## config.mk

```make
export PLATFORM = sky130hd
export DESIGN_NAME = kuz_round_key_store_flat
export DESIGN_NICKNAME = d
export VERILOG_FILES = /design/src/rtl/kuz_round_key_store_if.sv /design/src/rtl/kuz_round_key_store.sv /design/src/flat_wrapper.sv
export SDC_FILE = /design/constraint.sdc
export NUM_CORES = 1
export LEC_CHECK = 0
export CAP_MARGIN = 20
export CORE_MARGIN = 2
export CORE_UTILIZATION = 29
export CTS_CLUSTER_DIAMETER = 200
export CTS_CLUSTER_SIZE = 24
export DETAILED_ROUTE_END_ITERATION = 8
export HOLD_SLACK_MARGIN = 0.02
export PLACE_DENSITY = 0.51
export SYNTH_ARGS = -nofsm -noshare
export SYNTH_HDL_FRONTEND = slang
export SYNTH_SLANG_ARGS = --single-unit
```

## constraint.sdc

```tcl
create_clock -name clk -period 6.4 [get_ports clk]
set_clock_uncertainty 0.05 [all_clocks]
set_input_delay 1.28 -clock clk [delete_from_list [all_inputs] [get_ports clk]]
set_output_delay 1.28 -clock clk [all_outputs]
set_load 0.05 [all_outputs]
```

## src/rtl/kuz_round_key_store_if.sv

```systemverilog
// Round-key store bus: key fill side (from key expansion) and read side (to round engine).
// master = upstream/engine driving requests; slave = the key store.
interface kuz_round_key_store_if #(
    parameter int KEY_BITS = 128
);
    logic                load_start;
    logic                key_valid_s;
    logic [KEY_BITS-1:0] key_din;
    logic                keys_ready;
    logic [3:0]          key_count;
    logic                key_ovf;
    logic                seq_start;
    logic                normal_inverse_n;
    logic                rk_req;
    logic                rk_valid_s;
    logic [KEY_BITS-1:0] rk_dout;
    logic                seq_last;

    modport master (
        output load_start, key_valid_s, key_din, seq_start, normal_inverse_n, rk_req,
        input  keys_ready, key_count, key_ovf, rk_valid_s, rk_dout, seq_last
    );

    modport slave (
        input  load_start, key_valid_s, key_din, seq_start, normal_inverse_n, rk_req,
        output keys_ready, key_count, key_ovf, rk_valid_s, rk_dout, seq_last
    );
endinterface

```

## src/rtl/kuz_round_key_store.sv

```systemverilog
// Round-key buffer: fills NKEYS keys, then serves them forward or reverse at 1-cycle latency.
// Optional KUZ_KEY_ZEROIZE_EN clears key entries and rk_dout on reset/load_start.
module kuz_round_key_store #(
    parameter int NKEYS    = 10,
    parameter int KEY_BITS = 128
) (
    input  logic                   clk,
    input  logic                   reset,
    kuz_round_key_store_if.slave   bus
);
    localparam logic [3:0] LAST_IDX = 4'(NKEYS - 1);
    localparam logic [3:0] FULL_CNT = 4'(NKEYS);

    typedef enum logic [1:0] {W_EMPTY, W_FILL, W_FULL} wstate_t;
    typedef enum logic       {R_IDLE, R_ACTIVE}         rstate_t;

    wstate_t             wstate, wstate_nxt;
    logic [3:0]          count, count_nxt;
    logic                ovf, ovf_nxt;
    logic                wr_en;
    logic                keys_ready;
    logic [KEY_BITS-1:0] entry [NKEYS];

    rstate_t             rstate, rstate_nxt;
    logic [3:0]          ptr, ptr_nxt;
    logic                dir, dir_nxt;
    logic                vld, vld_nxt;
    logic                last, last_nxt;
    logic [KEY_BITS-1:0] dout, dout_nxt;
    logic [3:0]          end_idx;

    assign keys_ready = (wstate == W_FULL);

    // Write side: load_start wins over a coincident key_valid_s
    always_comb begin
        wstate_nxt = wstate;
        count_nxt  = count;
        ovf_nxt    = ovf;
        wr_en      = 1'b0;
        if (bus.load_start) begin
            wstate_nxt = W_EMPTY;
            count_nxt  = 4'd0;
            ovf_nxt    = 1'b0;
        end else if (bus.key_valid_s) begin
            if (wstate == W_FULL) begin
                ovf_nxt = 1'b1;
            end else begin
                wr_en      = 1'b1;
                count_nxt  = count + 4'd1;
                wstate_nxt = (count + 4'd1 == FULL_CNT) ? W_FULL : W_FILL;
            end
        end
    end

    always_ff @(posedge clk or posedge reset) begin
        if (reset) begin
            wstate <= W_EMPTY;
            count  <= 4'd0;
            ovf    <= 1'b0;
        end else begin
            wstate <= wstate_nxt;
            count  <= count_nxt;
            ovf    <= ovf_nxt;
        end
    end

`ifdef KUZ_KEY_ZEROIZE_EN
    always_ff @(posedge clk or posedge reset) begin
        if (reset) begin
            entry <= '{default: '0};
        end else if (bus.load_start) begin
            entry <= '{default: '0};
        end else if (wr_en) begin
            entry[count] <= bus.key_din;
        end
    end
`else
    // Key material is deliberately not reset; only count and flags clear
    always_ff @(posedge clk) begin
        if (wr_en) begin
            entry[count] <= bus.key_din;
        end
    end
`endif

    // Read side: load_start aborts, accepted seq_start restarts; both swallow rk_req
    always_comb begin
        rstate_nxt = rstate;
        ptr_nxt    = ptr;
        dir_nxt    = dir;
        vld_nxt    = 1'b0;
        last_nxt   = 1'b0;
        dout_nxt   = dout;
        end_idx    = dir ? LAST_IDX : 4'd0;
        if (bus.load_start) begin
            rstate_nxt = R_IDLE;
`ifdef KUZ_KEY_ZEROIZE_EN
            dout_nxt   = '0;
`endif
        end else if (bus.seq_start && keys_ready) begin
            rstate_nxt = R_ACTIVE;
            dir_nxt    = bus.normal_inverse_n;
            ptr_nxt    = bus.normal_inverse_n ? 4'd0 : LAST_IDX;
        end else if (rstate == R_ACTIVE && bus.rk_req) begin
            vld_nxt  = 1'b1;
            dout_nxt = entry[ptr];
            last_nxt = (ptr == end_idx);
            if (ptr == end_idx) begin
                rstate_nxt = R_IDLE;
            end else begin
                ptr_nxt = dir ? ptr + 4'd1 : ptr - 4'd1;
            end
        end
    end

    always_ff @(posedge clk or posedge reset) begin
        if (reset) begin
            rstate <= R_IDLE;
            ptr    <= 4'd0;
            dir    <= 1'b0;
            vld    <= 1'b0;
            last   <= 1'b0;
            dout   <= '0;
        end else begin
            rstate <= rstate_nxt;
            ptr    <= ptr_nxt;
            dir    <= dir_nxt;
            vld    <= vld_nxt;
            last   <= last_nxt;
            dout   <= dout_nxt;
        end
    end

    assign bus.keys_ready = keys_ready;
    assign bus.key_count  = count;
    assign bus.key_ovf    = ovf;
    assign bus.rk_valid_s = vld;
    assign bus.rk_dout    = dout;
    assign bus.seq_last   = last;
endmodule
```

## src/flat_wrapper.sv

```systemverilog
// flat-port wrapper written by rule: the top's interface ports become plain ports
module kuz_round_key_store_flat 
#(
    parameter int NKEYS    = 10,
    parameter int KEY_BITS = 128
)
  (clk, reset, bus_load_start, bus_key_valid_s, bus_key_din, bus_seq_start, bus_normal_inverse_n, bus_rk_req, bus_keys_ready, bus_key_count, bus_key_ovf, bus_rk_valid_s, bus_rk_dout, bus_seq_last);
  kuz_round_key_store_if #(.KEY_BITS(KEY_BITS)) bus_i ();
  input  logic clk;
  input  logic reset;
  input wire logic [$bits(bus_i.load_start)-1:0] bus_load_start;
  input wire logic [$bits(bus_i.key_valid_s)-1:0] bus_key_valid_s;
  input wire logic [$bits(bus_i.key_din)-1:0] bus_key_din;
  input wire logic [$bits(bus_i.seq_start)-1:0] bus_seq_start;
  input wire logic [$bits(bus_i.normal_inverse_n)-1:0] bus_normal_inverse_n;
  input wire logic [$bits(bus_i.rk_req)-1:0] bus_rk_req;
  output wire logic [$bits(bus_i.keys_ready)-1:0] bus_keys_ready;
  output wire logic [$bits(bus_i.key_count)-1:0] bus_key_count;
  output wire logic [$bits(bus_i.key_ovf)-1:0] bus_key_ovf;
  output wire logic [$bits(bus_i.rk_valid_s)-1:0] bus_rk_valid_s;
  output wire logic [$bits(bus_i.rk_dout)-1:0] bus_rk_dout;
  output wire logic [$bits(bus_i.seq_last)-1:0] bus_seq_last;
  assign bus_i.load_start = bus_load_start;
  assign bus_i.key_valid_s = bus_key_valid_s;
  assign bus_i.key_din = bus_key_din;
  assign bus_i.seq_start = bus_seq_start;
  assign bus_i.normal_inverse_n = bus_normal_inverse_n;
  assign bus_i.rk_req = bus_rk_req;
  assign bus_keys_ready = bus_i.keys_ready;
  assign bus_key_count = bus_i.key_count;
  assign bus_key_ovf = bus_i.key_ovf;
  assign bus_rk_valid_s = bus_i.rk_valid_s;
  assign bus_rk_dout = bus_i.rk_dout;
  assign bus_seq_last = bus_i.seq_last;
  kuz_round_key_store #(.NKEYS(NKEYS), .KEY_BITS(KEY_BITS)) u_core (.clk(clk), .reset(reset), .bus(bus_i));
endmodule
```

Word-level counts from Yosys, hierarchy flattened
Memories as Yosys holds them, arrays and structs flattened. A register that Yosys moved wholly into a read port is not among the register bits.
Index checks and enable logic that the tools add are counted.
Storage, ports and cells
  register bits: 15
  latch bits: 0
  RAM bits: 1280
  ROM bits: 0
  bits of input ports: 135
  output and inout port bits: 136
  memories: 1
Memories
  u_core.entry: words 10, bits a word 128, read ports 1, clocked after memory_dff 1, wr ports 1, line kuz_round_key_store.sv:22  | logic [KEY_BITS-1:0] entry [NKEYS];
Operators by class
  add/subtract/negate cells: 3
  multipliers: 0
  div/mod/pow operators: 0
  $lt $le $gt $ge: 0
  eq/ne operators: 5
  shifts and indexed selects: 0
  mux-type cells: 31
  bitwise logic cells: 2
  reduce and logical (&&, ||, !) cells: 13
Operators with widths (count)
  two-way mux 4 bit: 9
  two-way mux 1 bit: 18
  adder 4 x 1 -> 4 bit, second input constant: 2
  two-way mux 2 bit: 4
  AND reduction 2 bit: 4
  AND reduction 3 bit: 2
  nonzero test 2 bit: 3
  nonzero test 3 bit: 2
  equality test 4 bit: 1
  equality test 4 bit, second input constant: 1
  subtractor 4 x 1 -> 4 bit, second input constant: 1
  equality test 2 bit, second input constant: 1
  logical AND 1 bit: 2
  != test 2 x 1 -> 1 bit, second input constant: 1
  != test 2 bit, second input constant: 1
  inverter 1 bit: 2

Longest topological paths before layout
Gate-level depths: netlist (run 1).
  word-level depth: 6
  gate-level depth with buffers: 8
  mapped depth without buffers: 6

Worst setup path after synthesis (run 1)
No wires, ideal clock.
  kind: input to register
  start point: input bus_key_valid_s
  end point: memory u_core.entry[6][0] (enable)
  setup time: 0.502 ns
  arrival time: 4.735 ns
  data required time: 5.848 ns
  setup slack: 1.113 ns
  stages: 3
  path buffers: 0
  path through: nand2_1 > nor4b_1 > and2_1
On the way
  longest elaborated chain between the ends: 4
Ends and longest elaborated chain
  start: declaration: line flat_wrapper.sv:12  | input wire logic [$bits(bus_i.key_valid_s)-1:0] bus_key_valid_s;
  two-way mux 1 bit: line kuz_round_key_store.sv:44  | end else if (bus.key_valid_s) begin
  two-way mux 1 bit: line kuz_round_key_store.sv:40  | if (bus.load_start) begin
  two-way mux 1 bit: line kuz_round_key_store.sv:80  | if (wr_en) begin
  two-way mux 1 bit (not written as such): line kuz_round_key_store.sv:81  | entry[count] <= bus.key_din;
  end: declaration: line kuz_round_key_store.sv:22
Every way passes these cells.

Worst setup path in the final report (run 1)
  start point: input bus_load_start
  end point: register u_core.dout[73], in the netlist u_core.bus.rk_dout[73], read port of u_core.entry
On the way
  longest elaborated chain between the ends: 2
Ends and longest elaborated chain
  start: declaration: line flat_wrapper.sv:11  | input wire logic [$bits(bus_i.load_start)-1:0] bus_load_start;
  inverter 1 bit (no line)
  AND reduction 3 bit (no line)
  end: declaration: line kuz_round_key_store.sv:29  | logic [KEY_BITS-1:0] dout, dout_nxt;
Every way passes these cells.
A chain may end at the register's enable or synchronous reset.

==> out/results.ini, run 1 <==
[finish]
final_cells=5360
final_cell_mix=edfxtp_1 (1280), clkdlybuf4s50_1 (270), nand2_1 (267), mux4_2 (256), dfrtp_1 (139)
layout_commonest_cell=edfxtp_1
seq_area_mm2=0.0420
final_nets=2944
multi_input_area_mm2=0.0119
final_area_mm2=0.0625
drive_gt1_share_pct=22.8
fin_util_pct=33.3
nFillCells=17700
syn_to_final_growth_pct=14.2

[setup_path]
crit_arrival_ns=4.26
required_ns=6.89
cp_max_fo=79
slowest_delay_ns=0.81
critPathCaptureType=flop
startpoint_type=input pin
path_cells=clkdlybuf4s50_1 > or3_4 > clkinv_2 > nand2b_4 > buf_12 > o221ai_1
crit_slowest_cell=clkdlybuf4s50_1
crit_type=in -> reg

[clock_network]
cts_tree=done
cts_buffer_depth=3
ctsHoldBuffers=0
path_clk_slew_ns=0.10
cts_root_buffer=clkbuf_16
htree_levels=3
post_cts_buffers=0
clkLatencyLatePin_ns=0.71
cts_resized=0
numCtsBuffers=69
cts.sinks=1423

[place]
post_dp_cell_area_mm2=0.0604
place_congestion=0.704
port_buffers=270
dp_hpwl_um=74400
dp_cells=5226

[sta]
period_share_pct=58.9
rsz0062_at_grt=false
max_freq_mhz=265
fin_tns_setup_ns=0
maxSlewViolCount=0
fin_crit_ns=3.77
slew-limit-headroom_pct=32.0
worstMarginPinSlew_ns=1.02
finalHoldViolations=0
setup_viol=0

[routing]
dr.pass1.iters=5
drt_iter0_drc=1922
wire_per_inst_um=23.9
drt.antenna.violating_nets=0
drc=0
drt_wl_total_um=128000
viasPerCell=4.63
vias=24800

[synth]
avgSynthCellArea_um2=21.4
async_flop_share_pct=10.0
synth_area_leaders=edfxtp_1 (70%), mux4_2 (11%), dfrtp_1 (6.5%)
synth_ff_type=edfxtp_1
synth_top_area_share_pct=70.3
ys_types=42
synthCells=2560
syn-num-nets=2702
netlist.top_cell.by_area=edfxtp_1
synth-edff-count=1280
synth_area_mm2=0.0547
synth_seq_area_share_pct=76.8
ys_warn_count=0
synth-seq-cells=1423

[global_route]
antenna_found_initial=21
grt_usage_pct=13.2
grt_max_degree=129
grt_pass1_vias=26100
grt-ovfl-total=0
grt_pass1_wl_um=188000

[die]
rows=159
pin_count=271
dieArea_mm2=0.192
core_area_mm2=0.188
dieWidth_um=438
initial_utilization_pct=29.2
chipHeight_um=438

[min_path]
hold_path_class=reg -> reg

[pwr]
clkPwrFrac_pct=32.1
p_leak_uw=0.0185
p_comb_share_pct=2.7
power_density_mw_per_mm2=251
p_sw_uw=3240
ir_drop_mv=0.154
p_int_uw=12500
p_total_uw=15700
switching_share_pct=20.6
seqPwrFrac_pct=65.2

[status]
outcome=complete, no violations

[run]
cap_violations=0

[cell usage after synthesis (11+ instances only)]
cell type	instances
and2_1	11
buf_1	15
buf_2	73
buf_6	14
clkbuf_1	42
dfrtp_1	143
edfxtp_1	1280
mux2_2	128
mux2i_1	128
mux4_2	256
nand2_1	267
o221ai_2	120
[path summary, 6_finish.rpt]
kind	startpoint	slack, ns	cells after the start	end
setup reg to reg	u_core.wstate[0]	3.29	5	u_core.entry[5][13]
setup / recovery	bus_load_start	2.63	6	u_core.bus.rk_dout[73]
max in group asynchronous	reset	4.30	3	u_core.bus.rk_dout[1]
hold reg to reg	u_core.bus.rk_dout[32]	0.45	2	u_core.bus.rk_dout[32]
hold / removal	u_core.bus.rk_dout[32]	0.45	2	u_core.bus.rk_dout[32]
min in group asynchronous	reset	0.98	2	u_core.bus.rk_dout[99]
[per-layer routing]
layer / global-route usage, % / part of all wire [%] / up-vias / routed length (µm)
met4: 3.54 / 2.2 / 14 / 2850
met2: 23.0 / 51 / 383 / 65800
met5: 0 / 0.059 / - / 76
met3: 2.18 / 3.5 / 135 / 4460
met1: 17.1 / 43 / 13400 / 55100
li1: - / - / 10900 / -
[flip-flops by register name (all words and copies together), names as in the netlist]
signal / flops
u_core.bus.seq_last: 1
u_core.rstate: 1
u_core.dir: 1
u_core.bus.key_count: 4
u_core.bus.rk_valid_s: 1
u_core.bus.key_ovf: 1
u_core.entry: 1280
u_core.bus.rk_dout: 128
u_core.wstate: 2
u_core.ptr: 4
[power by group through the flow]
stage / Combinational [µW] / Clock [µW] / Sequential (µW)
final: 418 / 5040 / 10200
after global routing: 458 / 5540 / 10200
after CTS: 435 / 5260 / 10200
after detailed placement: 435 / 0 / 10400
after global placement: 428 / 0 / 10400
after floorplan: 126 / 0 / 10500
[cell families after synthesis]
family	count (synthesis)	share of synthesized area [%]
fa+ha+maj	7	0.174
compound gates	152	3.72
simple gates	304	2.24
mux	512	15.5
flops	1423	76.8
xor+xnor	5	0.0801
buf+inv	157	1.46
[metrics by stage]
stage / setup slack (ns) / hold slack [ns]
finish: 2.63 / 0.449
global route: 2.50 / 0.475
CTS: 2.70 / 0.456
detailed placement: 1.92 / 0.425
global placement: 1.94 / 0.426
floorplan: 1.11 / 0.463
[worst max-delay path: cells and delay by family]
| kind | cells | cell delay (ns) |
|---|---|---|
| AND/OR/NAND/NOR | 2 | 1.05 |
| AO/OA/AOI/OAI | 1 | 0.20 |
| buffers and inverters | 3 | 1.47 |
[area by class of cell]
class,instances,share of cell area [%]
inverters,10,0.0741
diodes,7,0.0280
well taps,2495,5.00
multi-input cells,980,19.1
repair buffers,318,5.32
clock inverters,8,0.190
flip-flops and latches,1423,67.3
clock buffers,119,3.06
No activity file was read; power rests on OpenSTA's default activity.
==> inputs of run 2 (changes only) <==
Clock period 6.4 ns to 3.57 ns, I/O delays scaled along.
==> out/results.ini, run 2 (synthesized netlist as in run 1, its figures left out) <==
[setup_path]
r2r-start=u_core.ptr[0]
crit_arrival_ns=2.21  ; -2.05 ns
crit_type=reg -> out
critPathCaptureType=primary output
required_ns=2.81  ; -4.08 ns
ff2ff_path_depth=5  ; unchanged
worstReg2RegEnd=u_core.bus.rk_dout[52]
cp_max_fo=5  ; -94%
startpoint_type=flop
reg2reg_setup_slack_ns=0.72  ; -2.57 ns

[die]
dieWidth_um=438  ; unchanged
pin_count=271  ; unchanged
dieArea_mm2=0.192  ; unchanged
chipHeight_um=438  ; unchanged
rows=159  ; unchanged
initial_utilization_pct=29.2  ; unchanged
core_area_mm2=0.188  ; unchanged

[routing]
viasPerCell=4.55  ; -1.7%
drc=0  ; unchanged
drt.antenna.violating_nets=0  ; unchanged
drt_wl_total_um=127000  ; -0.75%
drt_iter0_drc=1835  ; -4.5%
wire_per_inst_um=23.2  ; -3.1%
vias=25000  ; +0.71%
dr.pass1.iters=5  ; unchanged

[clock_network]
ctsHoldBuffers=0  ; unchanged
cts_tree=done
cts_resized=0  ; unchanged
htree_levels=3  ; unchanged
numCtsBuffers=69  ; unchanged
path_clk_slew_ns=0.10  ; about the same
cts_buffer_depth=3  ; unchanged
clkLatencyLatePin_ns=0.70  ; about the same
cts_root_buffer=clkbuf_16
post_cts_buffers=0  ; unchanged
cts.sinks=1423  ; unchanged

[pwr]
p_comb_share_pct=2.8  ; about the same
seqPwrFrac_pct=65.1  ; about the same
p_sw_uw=5720  ; +77%
clkPwrFrac_pct=32.1  ; about the same
p_leak_uw=0.0194  ; +4.9%
power_density_mw_per_mm2=438  ; +74%
p_int_uw=22500  ; +80%
switching_share_pct=20.3  ; -0.33 points
ir_drop_mv=0.391  ; +150%

[finish]
final_nets=3077  ; +4.5%
layout_commonest_cell=edfxtp_1
top_register=u_core.entry
largest_reg_flops=1280  ; unchanged
fin_util_pct=34.3  ; +1.0 points
syn_to_final_growth_pct=17.7
drive_gt1_share_pct=26.2  ; +3.4 points
final_cell_mix=edfxtp_1 (1280), clkdlybuf4s50_1 (270), nand2_1 (267), mux4_2 (256), dfrtp_1 (139)
nFillCells=17400  ; -1.3%

[place]
port_buffers=270  ; unchanged
place_congestion=0.708  ; +0.60%
dp_hpwl_um=83800  ; +13%

[global_route]
grt_max_degree=89  ; -31%
grt_pass1_wl_um=187000  ; -0.36%
grt_usage_pct=13.1  ; -0.10 points
grt_pass1_vias=26300  ; +0.59%
grt-ovfl-total=0  ; unchanged
antenna_found_initial=4  ; -81%

[sta]
setup_viol=0  ; unchanged
slew-limit-headroom_pct=43.0  ; +11 points
fin_crit_ns=2.97
maxSlewViolCount=0  ; unchanged
period_share_pct=83.3
fin_tns_setup_ns=0  ; unchanged
max_freq_mhz=336
finalHoldViolations=0  ; unchanged
worstMarginPinSlew_ns=0.852  ; -0.168 ns
rsz0062_at_grt=false

[status]
outcome=complete, no violations

[min_path]
hold_path_class=in -> async

[run]
cap_violations=0  ; unchanged

run 2: cell types whose count changed in the layout (fill, tap and decap cells not counted), sizes merged:
cell	change
clkbuf	+4
diode	-3
clkinv	-3
inv	-1
buf	+133
clkinvlp	+1
run 2: area by class of cell:
type                    count  area (µm²)  area share (%)
multi-input cells         980       11900            18.5
clock buffers             123        1990            3.10
flip-flops and latches   1423       42000            65.3
clock inverters             5        62.6          0.0972
well taps                2495        3120            4.85
inverters                  10        42.5          0.0661
diodes                      4        10.0          0.0156
repair buffers            451        5190            8.06
run 2: metrics by stage:
| stage | hold slack (ns) | std cells | worst slack [ns] | area, µm² | power [µW] |
|---|---|---|---|---|---|
| floorplan | 0.463 | 2560 | 0.256 | 54700 | 19000 |
| global placement | 0.432 | 5359 | 0.324 | 62300 | 19500 |
| detailed placement | 0.428 | 5359 | 0.296 | 62300 | 19500 |
| CTS | 0.365 | 5487 | 0.457 | 64400 | 28600 |
| global route | 0.393 | 5489 | 0.479 | 64400 | 29200 |
| finish | 0.395 | 5491 | 0.596 | 64400 | 28200 |
run 2: worst max-delay path by stage:
stage / depth (start not counted) / slack, ns / endpoint / startpoint
after global routing: 3 / 0.48 / bus_keys_ready / u_core.wstate[0]
after floorplan: 3 / 0.26 / u_core.entry[7][0] / bus_key_valid_s
after detailed placement: 7 / 0.30 / u_core.entry[7][26] / bus_key_valid_s
after global placement: 7 / 0.32 / u_core.entry[5][63] / bus_key_valid_s
final: 3 / 0.60 / bus_keys_ready / u_core.wstate[0]
after CTS: 1 / 0.46 / bus_rk_dout[78] / u_core.bus.rk_dout[78]
run 2: power by group through the flow:
stage / combinational [µW] / clock (µW) / sequential [µW]
2_1_floorplan: 227 / 0 / 18700
3_3_place_gp: 812 / 0 / 18700
3_5_place_dp: 824 / 0 / 18700
4_1_cts: 825 / 9450 / 18300
5_1_grt: 862 / 9970 / 18400
6_report: 791 / 9050 / 18300
run 2: layer usage:
metal / share of wire [%] / wire length (µm) / track usage (%)
met5: 0.0094 / 12 / 0
met4: 1.8 / 2260 / 3.25
met3: 3.0 / 3790 / 1.80
met2: 52 / 65900 / 23.1
met1: 44 / 55400 / 17.1
run 2: worst max-delay path, stage by stage (launching register included):
cell and delay (ns):
dfrtp_1 0.42, nand2b_1 0.21, inv_1 0.09, clkdlybuf4s50_1 0.80
